## config.mk

```make
export PLATFORM = sky130hd
export DESIGN_NAME = linear_interp_weight_loader
export DESIGN_NICKNAME = d
export VERILOG_FILES = /design/src/rtl/linear_interp_weight_loader_pkg.sv /design/src/rtl/linear_interp_weight_regfile.sv /design/src/rtl/linear_interp_weight_loader.sv
export SDC_FILE = /design/constraint.sdc
export NUM_CORES = 1
export LEC_CHECK = 0
export ABC_AREA = 1
export BUFFER_PORTS_ARGS = -buffer_cell sky130_fd_sc_hd__buf_2
export CORE_UTILIZATION = 30
export CTS_CLUSTER_DIAMETER = 120
export CTS_CLUSTER_SIZE = 16
export DETAILED_ROUTE_END_ITERATION = 10
export GPL_TIMING_DRIVEN = 0
export PLACE_DENSITY = 0.58
export SETUP_SLACK_MARGIN = 0.5
export SLEW_MARGIN = 10
export SYNTH_ARGS = -nofsm -noshare
export SYNTH_HDL_FRONTEND = slang
export SYNTH_HIERARCHICAL = 1
export SYNTH_SLANG_ARGS = --single-unit
```

## constraint.sdc

```tcl
create_clock -name clk -period 4.93 [get_ports clk]
set_input_delay 0.7395 -clock clk [delete_from_list [all_inputs] [get_ports clk]]
set_output_delay 0.7395 -clock clk [all_outputs]
set_load 0.03 [all_outputs]
```

## src/rtl/linear_interp_weight_loader_pkg.sv

```systemverilog
// Shared constants for the interpolator weight loader: table geometry and FSM encoding.
package linear_interp_weight_loader_pkg;

  localparam int LIW_WEIGHT_WIDTH = 10;
  localparam int NUM_WEIGHTS      = 8;
  localparam int IDX_WIDTH        = 3;

  // Loader FSM encoding (kept as plain constants for legacy tool flows)
  localparam logic [1:0] ST_IDLE = 2'b00;
  localparam logic [1:0] ST_LOAD = 2'b01;
  localparam logic [1:0] ST_PEND = 2'b10;

  // Index of the final beat of a burst; accepting it closes the burst
  localparam logic [IDX_WIDTH-1:0] LAST_IDX = IDX_WIDTH'(NUM_WEIGHTS - 1);

endpackage

```

## src/rtl/linear_interp_weight_regfile.sv

```systemverilog
// Shadow/active weight storage: indexed writes into the shadow table and a
// single-edge parallel copy of the whole shadow table into the active table.
module linear_interp_weight_regfile
  import linear_interp_weight_loader_pkg::*;
#(
  parameter int WEIGHT_WIDTH = LIW_WEIGHT_WIDTH
) (
  input  logic                    clk,
  input  logic                    rst,
  input  logic                    i_wr_en,
  input  logic [IDX_WIDTH-1:0]    i_wr_idx,
  input  logic [WEIGHT_WIDTH-1:0] i_wr_data,
  input  logic                    i_commit_en,
  output logic [WEIGHT_WIDTH-1:0] o_active [NUM_WEIGHTS]
);

  logic [WEIGHT_WIDTH-1:0] shadow_q [NUM_WEIGHTS];
  logic [WEIGHT_WIDTH-1:0] shadow_d [NUM_WEIGHTS];
  logic [WEIGHT_WIDTH-1:0] active_q [NUM_WEIGHTS];
  logic [WEIGHT_WIDTH-1:0] active_d [NUM_WEIGHTS];

  // Next shadow contents: only the addressed entry changes on a write
  always_comb begin
    shadow_d = shadow_q;
    if (i_wr_en) begin
      shadow_d[i_wr_idx] = i_wr_data;
    end else begin
      shadow_d = shadow_q;
    end
  end

  // Next active contents: whole table swaps at once so readers never see a mix
  always_comb begin
    active_d = active_q;
    if (i_commit_en) begin
      active_d = shadow_q;
    end else begin
      active_d = active_q;
    end
  end

  // Storage flops; reset clears both tables immediately
  always_ff @(posedge clk or posedge rst) begin
    if (rst) begin
      for (int k = 0; k < NUM_WEIGHTS; k++) begin
        shadow_q[k] <= {WEIGHT_WIDTH{1'b0}};
        active_q[k] <= {WEIGHT_WIDTH{1'b0}};
      end
    end else begin
      shadow_q <= shadow_d;
      active_q <= active_d;
    end
  end

  assign o_active = active_q;

endmodule

```

## src/rtl/linear_interp_weight_loader.sv

```systemverilog
// Writer side of the 2D interpolator weight interface: streams 8 weights into a
// shadow table and publishes them atomically to the active outputs on commit.
module linear_interp_weight_loader
  import linear_interp_weight_loader_pkg::*;
#(
  parameter int WEIGHT_WIDTH = LIW_WEIGHT_WIDTH
) (
  input  logic                    clk,
  input  logic                    rst,
  input  logic                    i_start,
  input  logic                    i_abort,
  input  logic                    i_valid,
  output logic                    o_ready,
  input  logic [WEIGHT_WIDTH-1:0] i_data,
  input  logic                    i_commit,
  output logic                    o_busy,
  output logic                    o_done,
  output logic                    o_table_valid,
  output logic [WEIGHT_WIDTH-1:0] o_weight0,
  output logic [WEIGHT_WIDTH-1:0] o_weight1,
  output logic [WEIGHT_WIDTH-1:0] o_weight2,
  output logic [WEIGHT_WIDTH-1:0] o_weight3,
  output logic [WEIGHT_WIDTH-1:0] o_weight4,
  output logic [WEIGHT_WIDTH-1:0] o_weight5,
  output logic [WEIGHT_WIDTH-1:0] o_weight6,
  output logic [WEIGHT_WIDTH-1:0] o_weight7
);

  logic [1:0]              state_q, state_d;
  logic [IDX_WIDTH-1:0]    idx_q, idx_d;
  logic                    done_q, done_d;
  logic                    table_valid_q, table_valid_d;
  logic                    wr_en_s;
  logic                    commit_en_s;
  logic [WEIGHT_WIDTH-1:0] active_s [NUM_WEIGHTS];

  // FSM next-state and handshake; abort has priority over beats and commits
  always_comb begin
    state_d       = state_q;
    idx_d         = idx_q;
    done_d        = 1'b0;
    table_valid_d = table_valid_q;
    wr_en_s       = 1'b0;
    commit_en_s   = 1'b0;
    case (state_q)
      ST_IDLE: begin
        if (i_start) begin
          state_d = ST_LOAD;
          idx_d   = {IDX_WIDTH{1'b0}};
        end else begin
          state_d = ST_IDLE;
        end
      end
      ST_LOAD: begin
        if (i_abort) begin
          state_d = ST_IDLE;
          idx_d   = {IDX_WIDTH{1'b0}};
        end else if (i_valid) begin
          wr_en_s = 1'b1;
          idx_d   = idx_q + IDX_WIDTH'(1);
          if (idx_q == LAST_IDX) begin
            state_d = ST_PEND;
          end else begin
            state_d = ST_LOAD;
          end
        end else begin
          state_d = ST_LOAD;
        end
      end
      ST_PEND: begin
        if (i_abort) begin
          state_d = ST_IDLE;
          idx_d   = {IDX_WIDTH{1'b0}};
        end else if (i_commit) begin
          commit_en_s   = 1'b1;
          done_d        = 1'b1;
          table_valid_d = 1'b1;
          state_d       = ST_IDLE;
        end else begin
          state_d = ST_PEND;
        end
      end
      default: begin
        state_d = ST_IDLE;
        idx_d   = {IDX_WIDTH{1'b0}};
      end
    endcase
  end

  // Control state flops
  always_ff @(posedge clk or posedge rst) begin
    if (rst) begin
      state_q       <= ST_IDLE;
      idx_q         <= {IDX_WIDTH{1'b0}};
      done_q        <= 1'b0;
      table_valid_q <= 1'b0;
    end else begin
      state_q       <= state_d;
      idx_q         <= idx_d;
      done_q        <= done_d;
      table_valid_q <= table_valid_d;
    end
  end

  linear_interp_weight_regfile #(
    .WEIGHT_WIDTH (WEIGHT_WIDTH)
  ) u_regfile (
    .clk         (clk),
    .rst         (rst),
    .i_wr_en     (wr_en_s),
    .i_wr_idx    (idx_q),
    .i_wr_data   (i_data),
    .i_commit_en (commit_en_s),
    .o_active    (active_s)
  );

  assign o_ready       = (state_q == ST_LOAD);
  assign o_busy        = (state_q != ST_IDLE);
  assign o_done        = done_q;
  assign o_table_valid = table_valid_q;
  assign o_weight0     = active_s[0];
  assign o_weight1     = active_s[1];
  assign o_weight2     = active_s[2];
  assign o_weight3     = active_s[3];
  assign o_weight4     = active_s[4];
  assign o_weight5     = active_s[5];
  assign o_weight6     = active_s[6];
  assign o_weight7     = active_s[7];

endmodule

```

==> summary.md, run 1 <==
| Metric | Value |
|---|---|
| Status | completed |
| CP Launch Type | input port |
| Fin. Hold Viols | 0 |
| Share of cells above drive strength 1 | between 20% and 30% |
| Root Buffer | clkbuf_16 |
| Initial antenna violation count | 0 |
| Via count | 5031 |
| Chip Height | approximately 150 um |
| Register area share after synthesis | approximately 63% |
| Commonest non-fill, non-tap cells in the layout | nand2_1, dfrtp_1, buf_2 |
| Worst-margin pin slew | approximately 0.81 ns |
| Routed Antenna Nets | 0 |
| Port Buffer Count | between 80 and 90 |
| CTS Buf Count | 17 |
| All-Layer GR Usage | roughly 16% |
| Most used cell, CP | buf_2 |
| Post-synthesis cell type count | 20 |
| M1 GR Usage | 22.36% |
| Starting density of the core | a little under a third |
| Most common cell after layout, fill and taps aside | nand2_1 |
| Mapped Cells | 751 |
| Slew HR | around 46% |
| Layout area overhead | 23.89% |
| Row Count | 54 |
| CP Capture Type | flip-flop |
| #FFs+latches synth | around 170 |
| CORE AREA | roughly 22000 um^2 |
| Slowest cell on crit path | inv_1 |
| Critical-path cell list | buf_2 > inv_1 > nand4_1 > inv_1 > buf_2 > buf_2 > nand2_1 > o21ai_0 |
| Worst skew pair latency | 0.43 ns |
| Grt met3 use | just over 4% |
| Post-CTS Setup Bufs | 0 |
| Synth Area per Inst | 8.890 um^2 |
| Placed Instance Area | around 7600 um^2 |
| H-tree Lvls | 4 |
| Setup TNS | 0 ns |
| Clock sinks | 167 |
| VDD IR max | 0.2168 mV |
| Crit path time final | around 2.0 ns |
| Max Clock Freq | 0.4902 GHz |
| Drt wl/cell | 14.80 um |
| Hold_buf cts | 0 |
| Vias in the first global route | between 5000 and 6000 |
| Slowest stage delay, CP | ~0.38 ns |
| Routed WL | 17.11 mm |
| Cell area after layout | around 8300 um^2 |
| M2 GR Usage | between 20% and 30% |
| Pin count of the biggest net entering global routing | 32 |
| Fin crit share | 41.38% |
| Initial DRC Count | about 350 |
| Leakage | 4.364 nW |
| Post-synthesis net count | between 700 and 800 |
| CTS resizes | 0 |
| Final core occ | a little under two fifths |
| Synth Cell Area | 6676 um^2 |
| Initial DRT Pass Iterations | 5 |
| DP HPWL | around 12 mm |
| Max cap viols | 0 |
| CTS tree | built |
| Max clock buf depth | 2 |
| Pwr Density | ~400 nW/um^2 |
| Worst Path Max Fanout | 10 |
| GPL Wtd Cong | around 0.77 |
| Arr. time, crit path | approximately 2.4 ns |
| Synth warn | 6 |
| Final Power | 3.274 mW |
| Critical setup path kind | in -> reg |
| Total gr overflow | 0 |
| Via density | 4.352 |
| Clk slew on worst S/H paths | approximately 0.07 ns |
| First-pass GRT wire length | 27.72 mm |
| Count of boundary I/O pins | 100 |
| Hold WC Path Type | in -> async |
| Fin Clk Skew | roughly 0.0074 ns |
| Die area | between 20000 and 25000 um^2 |
| Die width | about 150 um |
| Max-slew violations | 0 |
| RSZ-0062 raised after global routing | false |
| Final setup fails | 0 |
| Layout Nets | 882 |
| # DRC | 0 |
| Ant diodes | 0 |
| # fillers | ~2200 |
| WHS | roughly 0.26 ns |
| Worst EP required | approximately 5.3 ns |
| GRT Max-Usage Layer | met2 |
logic make-up (layout without fill, tap and decap cells):
kind of cell,after synthesis,in the layout,synth area share (%)
AO/OA/AOI/OAI,82,82,6.147
adder cells (fa/ha/maj),2,2,0.3748
buffers and inverters,129,254,7.965
flip-flops,167,167,62.59
AND/OR/NAND/NOR,371,371,22.92
cell type report:
cell class              count  area [um^2]  share of cell area, %
flip-flops and latches    167         4179                  50.52
repair buffers             94        545.5                  6.595
clock buffers              21        480.5                  5.809
plain buffers              35        178.9                  2.163
well taps                 280        350.3                  4.235
inverters                  94        356.6                  4.311
multi-input cells         455         1966                  23.76
clock inverters            10        215.2                  2.602
sequential cells by signal, summed over array words and instances (netlist names):
register            flops
u_regfile/o_active     80
state_q                 2
o_done                  1
u_regfile/shadow_q     80
o_table_valid           1
idx_q                   3
synth_stat cells:
library cell  instances  area (um^2)
nand2_1             299         1122
dfrtp_1             167         4179
inv_1                91        341.6
o21ai_0              81        405.4
nand3_1              41        205.2
buf_2                14        70.07
clkbuf_2             12        60.06
nand2_2               9        56.30
nor2_2                7        43.79
clkbuf_1              6        22.52
nor2_1                5        18.77
nand4_1               4        25.02
inv_2                 3        11.26
nand3_2               3        30.03
buf_4                 2        15.01
ha_1                  2        25.02
nor2_4                2        22.52
buf_6                 1        11.26
o21ai_1               1        5.000
or2_1                 1        6.260
metal layers:
| layer | up-vias | wire [um] |
|---|---|---|
| met1 | 2378 | 8068 |
| met3 | 19 | 952 |
| met2 | 111 | 7820 |
| met5 | - | 0 |
| li1 | 2523 | - |
| met4 | 0 | 269 |
worst paths after layout:
check | startpoint | end | slack, ns | depth (start not counted)
setup / recovery | i_abort | u_regfile/o_active[30] | 2.89 | 8
hold / removal | rst | o_table_valid | 0.26 | 2
setup reg to reg | state_q[0] | u_regfile/o_active[30] | 2.95 | 7
hold reg to reg | u_regfile/shadow_q[56] | u_regfile/shadow_q[56] | 0.47 | 2
max in group asynchronous | rst | u_regfile/o_active[55] | 3.42 | 5
min in group clk | u_regfile/shadow_q[56] | u_regfile/shadow_q[56] | 0.47 | 2
worst max-delay path: cells and delay by family:
family                 cells  cell delay (ns)
AOI/OAI and AO/OA          1             0.11
buffers and inverters      5             1.28
and+or+nand+nor            2             0.24
power by group:
group	internal (mW)	switching, mW	leakage (nW)	total (mW)
clock network	1.01	0.545	0.334	1.55
logic	0.0635	0.131	2.15	0.195
registers	1.47	0.0587	1.88	1.53
total	2.54	0.735	4.36	3.27
through the flow:
step | cells | setup slack, ns
finish | 1156 | 2.890
global route | 1156 | 2.758
CTS | 1156 | 2.881
detailed placement | 1125 | 2.453
global placement | 1120 | 0.9843
floorplan | 751 | 2.162
(Power assumes the default switching activity.)
==> inputs of run 2 (changes only) <==
--- a/config.mk
+++ b/config.mk
@@ -5,7 +5,7 @@
 export SDC_FILE = /design/constraint.sdc
 export NUM_CORES = 1
 export LEC_CHECK = 0
-export ABC_AREA = 1
+export ABC_AREA = 0
 export BUFFER_PORTS_ARGS = -buffer_cell sky130_fd_sc_hd__buf_2
 export CORE_UTILIZATION = 30
 export CTS_CLUSTER_DIAMETER = 120
==> constraint.sdc (replaced) <==
create_clock -name clk -period 1.75 [get_ports clk]
set_input_delay 0.2625 -clock clk [delete_from_list [all_inputs] [get_ports clk]]
set_output_delay 0.2625 -clock clk [all_outputs]
set_load 0.03 [all_outputs]
==> summary.md, run 2 <==
| Metric | Value |
|---|---|
| Final Power | slightly above 8 mW |
| Clock sinks | approximately 170 |
| Top-count cell post-synth | dfrtp_1 |
| Final worst setup slack | -0.0001086 ns |
| Vias in the first global route | roughly 4200 |
| Cell area after layout | a little over 10000 um^2 |
| CTS tree | built |
| Layout area overhead | 54.37% |
| Synth top area share | around 64% |
| CTS Buf Count | 17 |
| Worst Path Max Fanout | 6 |
| Setup TNS | -0.0001832 ns |
| Via density | about 4.5 |
| Register-to-Register Setup Slack | -0.0001 ns |
| Commonest cells post-synth | dfrtp_1, mux2_2, mux2_4, buf_2 |
| CP Launch Type | flip-flop |
| Fin Clk Skew | between 0.008 and 0.009 ns |
| Share of cells above drive strength 1 | about two thirds |
| Pin count of the biggest net entering global routing | 38 |
| Chip Height | roughly 150 um |
| Port Buffer Count | 99 |
| Initial DRT Pass Iterations | 4 |
| Via count | slightly below 4000 |
| Worst-margin pin slew | slightly below 0.8 ns |
| Worst EP required | between 2 and 2.5 ns |
| Max Clock Freq | 0.5714 GHz |
| Hold WC Path Type | in -> async |
| Main synth FF type | dfrtp_1 |
| Slowest cell on crit path | dfrtp_1 |
| Synth warn | 6 |
| Layout Nets | ~620 |
| Total gr overflow | 0 |
| Routed Antenna Nets | 0 |
| Die width | 149.5 um |
| Starting density of the core | a little under a third |
| Ant diodes | 0 |
| CP Capture Type | flip-flop |
| Placed cells | ~760 |
| H-tree Lvls | 4 |
| Fin. Hold Viols | 17 |
| # DRC | 0 |
| Pwr Density | roughly 830 nW/um^2 |
| Slowest stage delay, CP | roughly 0.34 ns |
| First-pass GRT wire length | 25.76 mm |
| All-Layer GR Usage | around 16% |
| Commonest non-fill, non-tap cells in the layout | dfrtp_1, mux2_4, buf_6 |
| Reg-to-Reg Start | state_q[1] |
| Arr. time, crit path | around 2 ns |
| Critical-path cell list | buf_6 > buf_4 > and4_4 > clkbuf_16 > bufbuf_16 > mux2_4 |
| Count of boundary I/O pins | 100 |
| Max-slew violations | 0 |
| Post-synth ARST share | 100.0% |
| Leakage | around 5.0 nW |
| Critical setup path kind | reg -> reg |
| Placed Instance Area | 7916 um^2 |
| Row Count | 53 |
| Routed WL | approximately 17 mm |
| Clk slew on worst S/H paths | about 0.070 ns |
| Post-synthesis cell type count | 28 |
| Register area share after synthesis | 64.03% |
| Initial antenna violation count | 0 |
| Number of enable flip-flop cells after synthesis | 0 |
| Max cap viols | 0 |
| GPL Wtd Cong | ~0.82 |
| Fin crit share | 100.0% |
| Synth Cell Area | around 6500 um^2 |
| Die area | 22350 um^2 |
| Final Non-Filler Cells | about 900 |
| Synth area leaders | dfrtp_1, mux2_2, mux2_4 |
| #FFs+latches synth | between 150 and 200 |
| Crit path time final | 1.750 ns |
| Worst Reg-to-Reg Cells | 6 |
| Max clock buf depth | 2 |
| Most common cell after layout, fill and taps aside | dfrtp_1 |
| Worst slack at placement | -0.1087 ns |
| Slew HR | between 40 and 50% |
| Mapped Cells | between 300 and 400 |
| Cell taking the most area after synthesis | dfrtp_1 |
| FF-to-FF End | u_regfile/o_active[36] |
| Final setup fails | 2 |
| Synth Area per Inst | between 15 and 20 um^2 |
| Post-synthesis net count | around 400 |
| Worst skew pair latency | 0.42 ns |
| DP HPWL | between 9 and 10 mm |
| Initial DRC Count | around 130 |
| Drt wl/cell | around 19 um |
| Status | finished, violations left |
| Root Buffer | clkbuf_16 |
| WHS | -0.01435 ns |
| RSZ-0062 raised after global routing | true |
| VDD IR max | 0.5702 mV |
| CORE AREA | 21150 um^2 |
| Violated checks | negative hold slack, negative setup slack |
[run 2: cell types whose count changed after synthesis, sizes merged, moves of 3 or more]
cell,previous run,this run
and4bb,0,4
clkbuf,18,1
inv,94,6
mux2,0,160
nand2,308,3
nand3,44,0
nand4,4,1
nand4b,0,3
nor2,14,3
nor3b,0,3
o21ai,82,3
[run 2: layout make-up]
| type | instances | area (um^2) |
|---|---|---|
| Timing Repair Buffer | 192 | 2078 |
| Sequential cell | 167 | 4182 |
| Fill cell | 1812 | 11080 |
| Clock inverter | 12 | 78.83 |
| Multi-Input combinational cell | 194 | 2601 |
| Buffer | 18 | 302.8 |
| Clock buffer | 20 | 456.7 |
| Timing Repair inverter | 1 | 5.005 |
| Tap cell | 275 | 344.1 |
| Inverter | 6 | 26.28 |
[run 2: metrics by stage]
step | utilization (%) | hold slack [ns]
2_1_floorplan | - | 0.06590
3_3_place_gp | 37.01 | 0.2248
3_5_place_dp | 37.42 | 0.2436
4_1_cts | 45.56 | 0.001369
5_1_grt | 47.63 | 0.03012
6_report | 47.63 | -0.01435
[run 2: critical path: cells and delay by family, from the launching register on]
kind / cells / cell delay (ns)
DFF: 1 / 0.34
buffers and inverters: 4 / 0.70
muxes: 1 / 0.29
and+or+nand+nor: 1 / 0.30
[run 2: where the power goes]
group          switching [mW]  internal, mW  total (mW)
Sequential              0.147          4.09        4.24
Combinational           0.264         0.389       0.653
Clock                    1.54          1.88        3.42
Total                    1.95          6.36        8.32
[run 2: metal layers]
metal,share of wire [%],vias to the layer above,GRT usage (%)
met2,47,89,24.86
met1,47,2061,21.46
met3,3.9,21,4.055
li1,-,1801,-
met4,2.0,0,5.816
met5,0,-,0
[run 2: cell families (layout without fill, tap and decap cells)]
logic type,after synthesis,count (layout),share of synthesized area (%)
AOI/OAI and AO/OA,8,8,0.8052
adders and majority gates,2,2,0.3834
muxes,161,161,29.49
buffers and inverters,24,249,2.224
DFF,167,167,64.03
and+or+nand+nor,23,23,3.067
[run 2: repair_timing]
| item | 4_1_cts | 5_1_grt |
|---|---|---|
| setup buffers | 40 | 35 |
| endpoints found under the hold margin | 7 | 15 |
| resized for setup | 165 | 53 |
| hold buffers | 1 | 1 |
| pin swaps | 7 | 1 |
| cloned | 11 | 2 |
| setup endpoints to repair | 246 | 264 |
[run 2: how the worst max path moves through the flow]
stage | slack, ns | endpoint | start
3_3_place_gp | -1.50 | u_regfile/o_active[62] | rst
6_report | -0.0001 | u_regfile/o_active[36] | state_q[1]
3_5_place_dp | -0.11 | u_regfile/shadow_q[74] | state_q[1]
5_1_grt | -0.06 | u_regfile/shadow_q[72] | state_q[1]
2_1_floorplan | -0.54 | u_regfile/o_active[0] | rst
4_1_cts | -0.03 | u_regfile/shadow_q[72] | state_q[1]
